**src/rtl/uart_rx_pkg.sv**
```systemverilog
// Shared types and constants for the UART receive path.
package uart_rx_pkg;

    typedef enum logic [2:0] {
        IDLE   = 3'd0,
        START  = 3'd1,
        DATA   = 3'd2,
        PARITY = 3'd3,
        STOP1  = 3'd4,
        STOP2  = 3'd5
    } rx_state_e;

    // data_bits encoding: number of data bits = code + MIN_DATA_BITS
    localparam logic [1:0] DATA_BITS_5 = 2'd0;
    localparam logic [1:0] DATA_BITS_6 = 2'd1;
    localparam logic [1:0] DATA_BITS_7 = 2'd2;
    localparam logic [1:0] DATA_BITS_8 = 2'd3;

    localparam int MIN_DATA_BITS = 5;

endpackage

```
**src/rtl/uart_rx_frame_fsm.sv**
```systemverilog
// UART RX framing FSM: start detection, mid-bit sampling on oversample ticks,
// 5-8 data bits, optional parity, 1 or 2 stop bits, per-frame status pulses.
module uart_rx_frame_fsm
    import uart_rx_pkg::*;
#(
    parameter int OVERSAMPLE = 16
) (
    input  logic       clk,
    input  logic       rst,
    input  logic       sample_tick,
    input  logic       rx_filtered,
    input  logic [1:0] data_bits,
    input  logic       parity_en,
    input  logic       parity_odd,
    input  logic       stop_two,
    output logic [7:0] rx_data,
    output logic       rx_valid,
    output logic       frame_active,
    output logic       bit_valid,
    output logic       frame_error,
    output logic       parity_error
);

    localparam int CNT_W = $clog2(OVERSAMPLE);
    localparam logic [CNT_W-1:0] START_LIMIT = CNT_W'(OVERSAMPLE / 2 - 1);
    localparam logic [CNT_W-1:0] BIT_LIMIT   = CNT_W'(OVERSAMPLE - 1);

    rx_state_e        state_reg, state_next;
    logic [CNT_W-1:0] cnt_reg, cnt_next;
    logic             armed_reg, armed_next;
    logic [2:0]       bit_cnt_reg, bit_cnt_next;
    logic [7:0]       shift_reg, shift_next;
    logic             par_acc_reg, par_acc_next;
    logic             par_err_reg, par_err_next;
    logic             frm_err_reg, frm_err_next;
    logic [1:0]       cfg_bits_reg, cfg_bits_next;
    logic             cfg_par_en_reg, cfg_par_en_next;
    logic             cfg_odd_reg, cfg_odd_next;
    logic             cfg_stop_two_reg, cfg_stop_two_next;

    logic [7:0]       rx_data_reg, rx_data_next;
    logic             rx_valid_reg, rx_valid_next;
    logic             bit_valid_reg, bit_valid_next;
    logic             frame_error_reg, frame_error_next;
    logic             parity_error_reg, parity_error_next;
    logic             frame_active_reg;

    logic [CNT_W-1:0] limit;
    logic             at_limit;
    logic [2:0]       last_bit;

    always_comb begin
        state_next        = state_reg;
        cnt_next          = cnt_reg;
        armed_next        = armed_reg;
        bit_cnt_next      = bit_cnt_reg;
        shift_next        = shift_reg;
        par_acc_next      = par_acc_reg;
        par_err_next      = par_err_reg;
        frm_err_next      = frm_err_reg;
        cfg_bits_next     = cfg_bits_reg;
        cfg_par_en_next   = cfg_par_en_reg;
        cfg_odd_next      = cfg_odd_reg;
        cfg_stop_two_next = cfg_stop_two_reg;
        rx_data_next      = rx_data_reg;
        rx_valid_next     = 1'b0;
        bit_valid_next    = 1'b0;
        frame_error_next  = 1'b0;
        parity_error_next = 1'b0;

        limit    = (state_reg == START) ? START_LIMIT : BIT_LIMIT;
        at_limit = (cnt_reg == limit);
        last_bit = {1'b0, cfg_bits_reg} + 3'(MIN_DATA_BITS - 1);

        if (sample_tick) begin
            if (state_reg == IDLE) begin
                // A falling edge only counts once the line has been seen high,
                // so a held-low (break) line never retriggers.
                if (armed_reg && !rx_filtered) begin
                    state_next        = START;
                    cnt_next          = '0;
                    armed_next        = 1'b0;
                    bit_cnt_next      = '0;
                    shift_next        = '0;
                    par_acc_next      = 1'b0;
                    par_err_next      = 1'b0;
                    frm_err_next      = 1'b0;
                    cfg_bits_next     = data_bits;
                    cfg_par_en_next   = parity_en;
                    cfg_odd_next      = parity_odd;
                    cfg_stop_two_next = stop_two;
                end else if (rx_filtered) begin
                    armed_next = 1'b1;
                end
            end else if (!at_limit) begin
                cnt_next = cnt_reg + 1'b1;
            end else begin
                cnt_next       = '0;
                bit_valid_next = 1'b1;
                case (state_reg)
                    START: begin
                        if (rx_filtered) begin
                            state_next     = IDLE;
                            bit_valid_next = 1'b0;
                        end else begin
                            state_next = DATA;
                        end
                    end
                    DATA: begin
                        shift_next   = {rx_filtered, shift_reg[7:1]};
                        par_acc_next = par_acc_reg ^ rx_filtered;
                        bit_cnt_next = bit_cnt_reg + 3'd1;
                        if (bit_cnt_reg == last_bit)
                            state_next = cfg_par_en_reg ? PARITY : STOP1;
                    end
                    PARITY: begin
                        par_err_next = ((par_acc_reg ^ rx_filtered) != cfg_odd_reg);
                        state_next   = STOP1;
                    end
                    STOP1, STOP2: begin
                        if (state_reg == STOP1 && cfg_stop_two_reg) begin
                            frm_err_next = frm_err_reg | ~rx_filtered;
                            state_next   = STOP2;
                        end else begin
                            // Shifted in from the top; right-justify the N bits.
                            rx_data_next      = shift_reg >> (DATA_BITS_8 - cfg_bits_reg);
                            rx_valid_next     = 1'b1;
                            frame_error_next  = frm_err_reg | ~rx_filtered;
                            parity_error_next = par_err_reg;
                            state_next        = IDLE;
                        end
                    end
                    default: begin
                        state_next = IDLE;
                    end
                endcase
            end
        end
    end

    always_ff @(posedge clk) begin
        if (rst) begin
            state_reg        <= IDLE;
            cnt_reg          <= '0;
            armed_reg        <= 1'b0;
            bit_cnt_reg      <= '0;
            shift_reg        <= '0;
            par_acc_reg      <= 1'b0;
            par_err_reg      <= 1'b0;
            frm_err_reg      <= 1'b0;
            cfg_bits_reg     <= DATA_BITS_8;
            cfg_par_en_reg   <= 1'b0;
            cfg_odd_reg      <= 1'b0;
            cfg_stop_two_reg <= 1'b0;
            rx_data_reg      <= '0;
            rx_valid_reg     <= 1'b0;
            bit_valid_reg    <= 1'b0;
            frame_error_reg  <= 1'b0;
            parity_error_reg <= 1'b0;
            frame_active_reg <= 1'b0;
        end else begin
            state_reg        <= state_next;
            cnt_reg          <= cnt_next;
            armed_reg        <= armed_next;
            bit_cnt_reg      <= bit_cnt_next;
            shift_reg        <= shift_next;
            par_acc_reg      <= par_acc_next;
            par_err_reg      <= par_err_next;
            frm_err_reg      <= frm_err_next;
            cfg_bits_reg     <= cfg_bits_next;
            cfg_par_en_reg   <= cfg_par_en_next;
            cfg_odd_reg      <= cfg_odd_next;
            cfg_stop_two_reg <= cfg_stop_two_next;
            rx_data_reg      <= rx_data_next;
            rx_valid_reg     <= rx_valid_next;
            bit_valid_reg    <= bit_valid_next;
            frame_error_reg  <= frame_error_next;
            parity_error_reg <= parity_error_next;
            frame_active_reg <= (state_next != IDLE);
        end
    end

    assign rx_data      = rx_data_reg;
    assign rx_valid     = rx_valid_reg;
    assign bit_valid    = bit_valid_reg;
    assign frame_error  = frame_error_reg;
    assign parity_error = parity_error_reg;
    assign frame_active = frame_active_reg;

endmodule
```
**config.mk**
```make
export PLATFORM = sky130hd
export DESIGN_NAME = uart_rx_frame_fsm
export DESIGN_NICKNAME = d
export VERILOG_FILES = /design/src/rtl/uart_rx_pkg.sv /design/src/rtl/uart_rx_frame_fsm.sv
export SDC_FILE = /design/constraint.sdc
export NUM_CORES = 1
export LEC_CHECK = 0
export BUFFER_PORTS_ARGS = -buffer_cell sky130_fd_sc_hd__buf_2
export CAP_MARGIN = 20
export CORE_AREA = 2 2 79 81
export DETAILED_ROUTE_END_ITERATION = 10
export DIE_AREA = 0 0 81 83
export MAX_ROUTING_LAYER = met4
export PLACE_DENSITY = 0.48
export SYNTH_ARGS = -nofsm -noshare
export SYNTH_HDL_FRONTEND = slang
export SYNTH_SLANG_ARGS = --single-unit
```
**constraint.sdc**
```tcl
create_clock -name clk -period 3.3 [get_ports clk]
set_input_delay 0.33 -clock clk [delete_from_list [all_inputs] [get_ports clk]]
set_output_delay 0.33 -clock clk [all_outputs]
set_load 0.05 [all_outputs]
```
==> results.py <==
metrics = {
    "die": {
        "initial_core_util": 0.341,
        "row_count": 28,
        "die_h_um": 83,
        "die-area_um2": 6720,
        "core_um2": 5820,
        "io_pins": 22,
        "fp.dieW_um": 81,
    },
    "routing": {
        "dr.pass1.iters": 4,
        "routed_via_density": 5.18,
        "wl_per_cell_um": 13.6,
        "drc": 0,
        "ant_nets": 0,
        "vias": 1626,
        "drt_wl_total_mm": 4.27,
        "drt_iter0_markers": 71,
    },
    "timing": {
        "setup_viol": 0,
        "worst_pin_slew_ns": 0.800,
        "fin_crit_ns": 2.39,
        "setup_tns_ns": 0,
        "fmaxAchievable_mhz": 418,
        "post-route-period-util": 0.725,
        "hold_slack_ns": 0.245,
        "rsz0062_at_grt": "false",
        "fin_worst_skew_ns": 0.00922,
        "hold_viol": 0,
        "slew_headroom": 0.462,
        "final_max_slew_viol_count": 0,
    },
    "clock_network": {
        "post_cts_buffers": 0,
        "hold_buffers": 0,
        "tritoncts": "done",
        "ctsResizeCount": 0,
        "insertion_delay_ns": 0.29,
        "htreeDepth": 2,
        "cts_sinks": 40,
        "cts_buffer_depth": 2,
        "clk_pin_slew_worst_paths_ns": 0.08,
        "cts-buffers-inserted": 5,
        "root_buffer": "clkbuf_8",
    },
    "critical_path": {
        "cp_cell_sequence": "or3_1 -> a21oi_2 -> o21ai_1 -> a32o_1",
        "rr_worst_depth": 4,
        "worstSetupPathType": "reg -> reg",
        "cp-start-kind": "register",
        "crit_path_end_kind": "register",
        "cpMaxStageDelayCell": "a21oi_2",
        "ff2ff_setup_slack_ns": 0.91,
        "crit_path_max_incr_delay_ns": 0.69,
        "cp.required_ns": 3.49,
        "cp.arrival_ns": 2.59,
        "r2r-end": "par_acc_reg$_SDFFE_PP0P_",
        "worstPathMaxFanout": 21,
        "worstReg2RegStart": "state_reg[1]$_SDFF_PP0_",
    },
    "placement": {
        "gp_congestion": 0.793,
        "numPlacedInstances": 306,
        "place_area_um2": 2090,
        "dpl.hpwl_mm": 2.98,
        "numPortBuffers": 21,
    },
    "yosys": {
        "synth_top_cell_by_area": "dfxtp_1",
        "synth_simple_gate_area_frac": 0.239,
        "syn_nets": 241,
        "dominantRegCellSynth": "dfxtp_1",
        "yosys.area.top_type_share": 0.403,
        "synth-adder-area-share": 0.0126,
        "synthArstFlopShare": 0,
        "ys_warn_count": 0,
        "synth_mux_area_frac": 0.0970,
        "synth_top_family_by_area": "simple AND/OR/NAND/NOR gates",
        "synth_seq_area_share": 0.403,
        "synth_area_per_cell_um2": 8.63,
        "syn_inst": 230,
        "synth-xor-area-share": 0.0265,
        "syn_area_um2": 1990,
        "synth_area_leaders": "dfxtp_1 40%, a21oi_1 5.5%, nand2_1 4.9%",
        "synth_cell_types": 51,
        "synth_compound_area_frac": 0.164,
        "synth-edff-count": 0,
        "ys_ff_latch": 40,
    },
    "worst_hold_path": {
        "min_path_type": "in -> reg",
        "min_delay_path_depth": 3,
        "min_to": "cfg_bits_reg[1]$_SDFFE_PP1P_",
        "hold_start": "data_bits[1]",
    },
    "global_routing": {
        "grt_start_max_net_pins": 37,
        "grt_pass1_vias": 1514,
        "track_usage": 0.141,
        "grt_pass1_wl_mm": 7.31,
        "antenna_found_initial": 0,
        "gr-total-overflow": 0,
    },
    "final_layout": {
        "seq_area_um2": 801,
        "layoutNonFillerInstCount": 314,
        "final_core_util": 0.374,
        "area_growth_pct": 9.58,
        "diodes": 0,
        "multi_input_area_um2": 1070,
        "fillerInstances": 650,
        "drive_gt1_frac": 0.167,
        "finish.instance_area_um2": 2180,
        "fin_nets": 249,
    },
    "power": {
        "ir_drop_mv": 0.114,
        "powerDensity_nw_per_um2": 391,
        "p_leak_nw": 0.795,
    },
    "run_status": {
        "status": "completed",
    },
    "run": {
        "maxCapViolCount": 0,
    },
}
==> cells by family (layout without fill, tap and decap cells) <==
group / after synthesis / in the layout
xor+xnor: 6 / 6
flops: 40 / 40
mux: 14 / 14
simple gates: 93 / 93
fa+ha+maj: 2 / 2
compound gates: 50 / 50
buf+inv: 25 / 34
==> layout by cell type (no fill, tap or decap), drive strengths merged, types with 3 or more instances in the layout <==
cell type  instances
dfxtp             40
nand2             26
clkbuf             5
buf               21
nor4               3
nor3               5
a21oi             23
inv                5
a211oi             3
xnor2              4
mux2i              8
nand2b             9
clkinv             3
mux4               4
nor2              19
o21ai              3
nand3             13
nor2b              4
o211ai             3
==> cells in the mapped netlist (3+ instances only) <==
| cell type | n |
|---|---|
| a211oi_1 | 3 |
| a21oi_1 | 22 |
| buf_2 | 5 |
| clkbuf_1 | 10 |
| dfxtp_1 | 40 |
| inv_1 | 5 |
| mux2i_1 | 8 |
| mux4_2 | 4 |
| nand2_1 | 26 |
| nand2b_1 | 9 |
| nand3_1 | 13 |
| nor2_1 | 19 |
| nor2b_1 | 4 |
| nor3_1 | 4 |
| o211ai_1 | 3 |
| xnor2_1 | 4 |
==> worst max-delay path, delay by kind of cell (launching register included) <==
kind	cells	cell delay [ns]
flip-flops	1	0.50
AND/OR/NAND/NOR	1	0.68
AO/OA/AOI/OAI	3	1.11
==> worst max path at each step <==
| stage | endpoint | slack, ns | cells past startpoint | start |
|---|---|---|---|---|
| 6_report | par_acc_reg$_SDFFE_PP0P_ | 0.91 | 4 | state_reg[1]$_SDFF_PP0_ |
| 5_1_grt | par_acc_reg$_SDFFE_PP0P_ | 0.71 | 5 | state_reg[1]$_SDFF_PP0_ |
| 4_1_cts | par_acc_reg$_SDFFE_PP0P_ | 0.94 | 4 | state_reg[1]$_SDFF_PP0_ |
| 3_5_place_dp | par_acc_reg$_SDFFE_PP0P_ | 0.95 | 4 | state_reg[1]$_SDFF_PP0_ |
| 3_3_place_gp | par_acc_reg$_SDFFE_PP0P_ | 0.97 | 4 | state_reg[1]$_SDFF_PP0_ |
| 2_1_floorplan | rx_data[5]$_SDFFE_PP0P_ | 1.49 | 8 | cnt_reg[0]$_SDFFE_PP0P_ |
==> layer usage <==
metal	track usage	vias to the layer above	wire (µm)
met5	-	-	0
met4	0.0632	0	85
met3	0.0228	8	154
met2	0.192	39	1720
met1	0.203	747	2310
li1	-	832	-
==> area by class of cell <==
type / count / share of cell area
clock buffers: 5 / 0.0316
clock inverters: 3 / 0.00863
inverters: 5 / 0.00863
multi-input cells: 165 / 0.492
flip-flops and latches: 40 / 0.368
well taps: 75 / 0.0431
repair buffers: 21 / 0.0483
==> report_power, final <==
| group | switching, W | total, W | internal (W) |
|---|---|---|---|
| clock | 0.000178 | 0.000325 | 0.000147 |
| sequential | 0.00000381 | 0.000488 | 0.000485 |
| combinational | 0.0000245 | 0.0000371 | 0.0000126 |
| total | 0.000206 | 0.000851 | 0.000645 |
==> metrics by stage <==
stage	worst slack [ns]	power (W)
floorplan	1.49	0.000528
global placement	0.972	0.000537
detailed placement	0.952	0.000538
CTS	0.937	0.000866
global route	0.710	0.000890
finish	0.907	0.000851
Note: power is estimated with default switching activity, not from simulation.
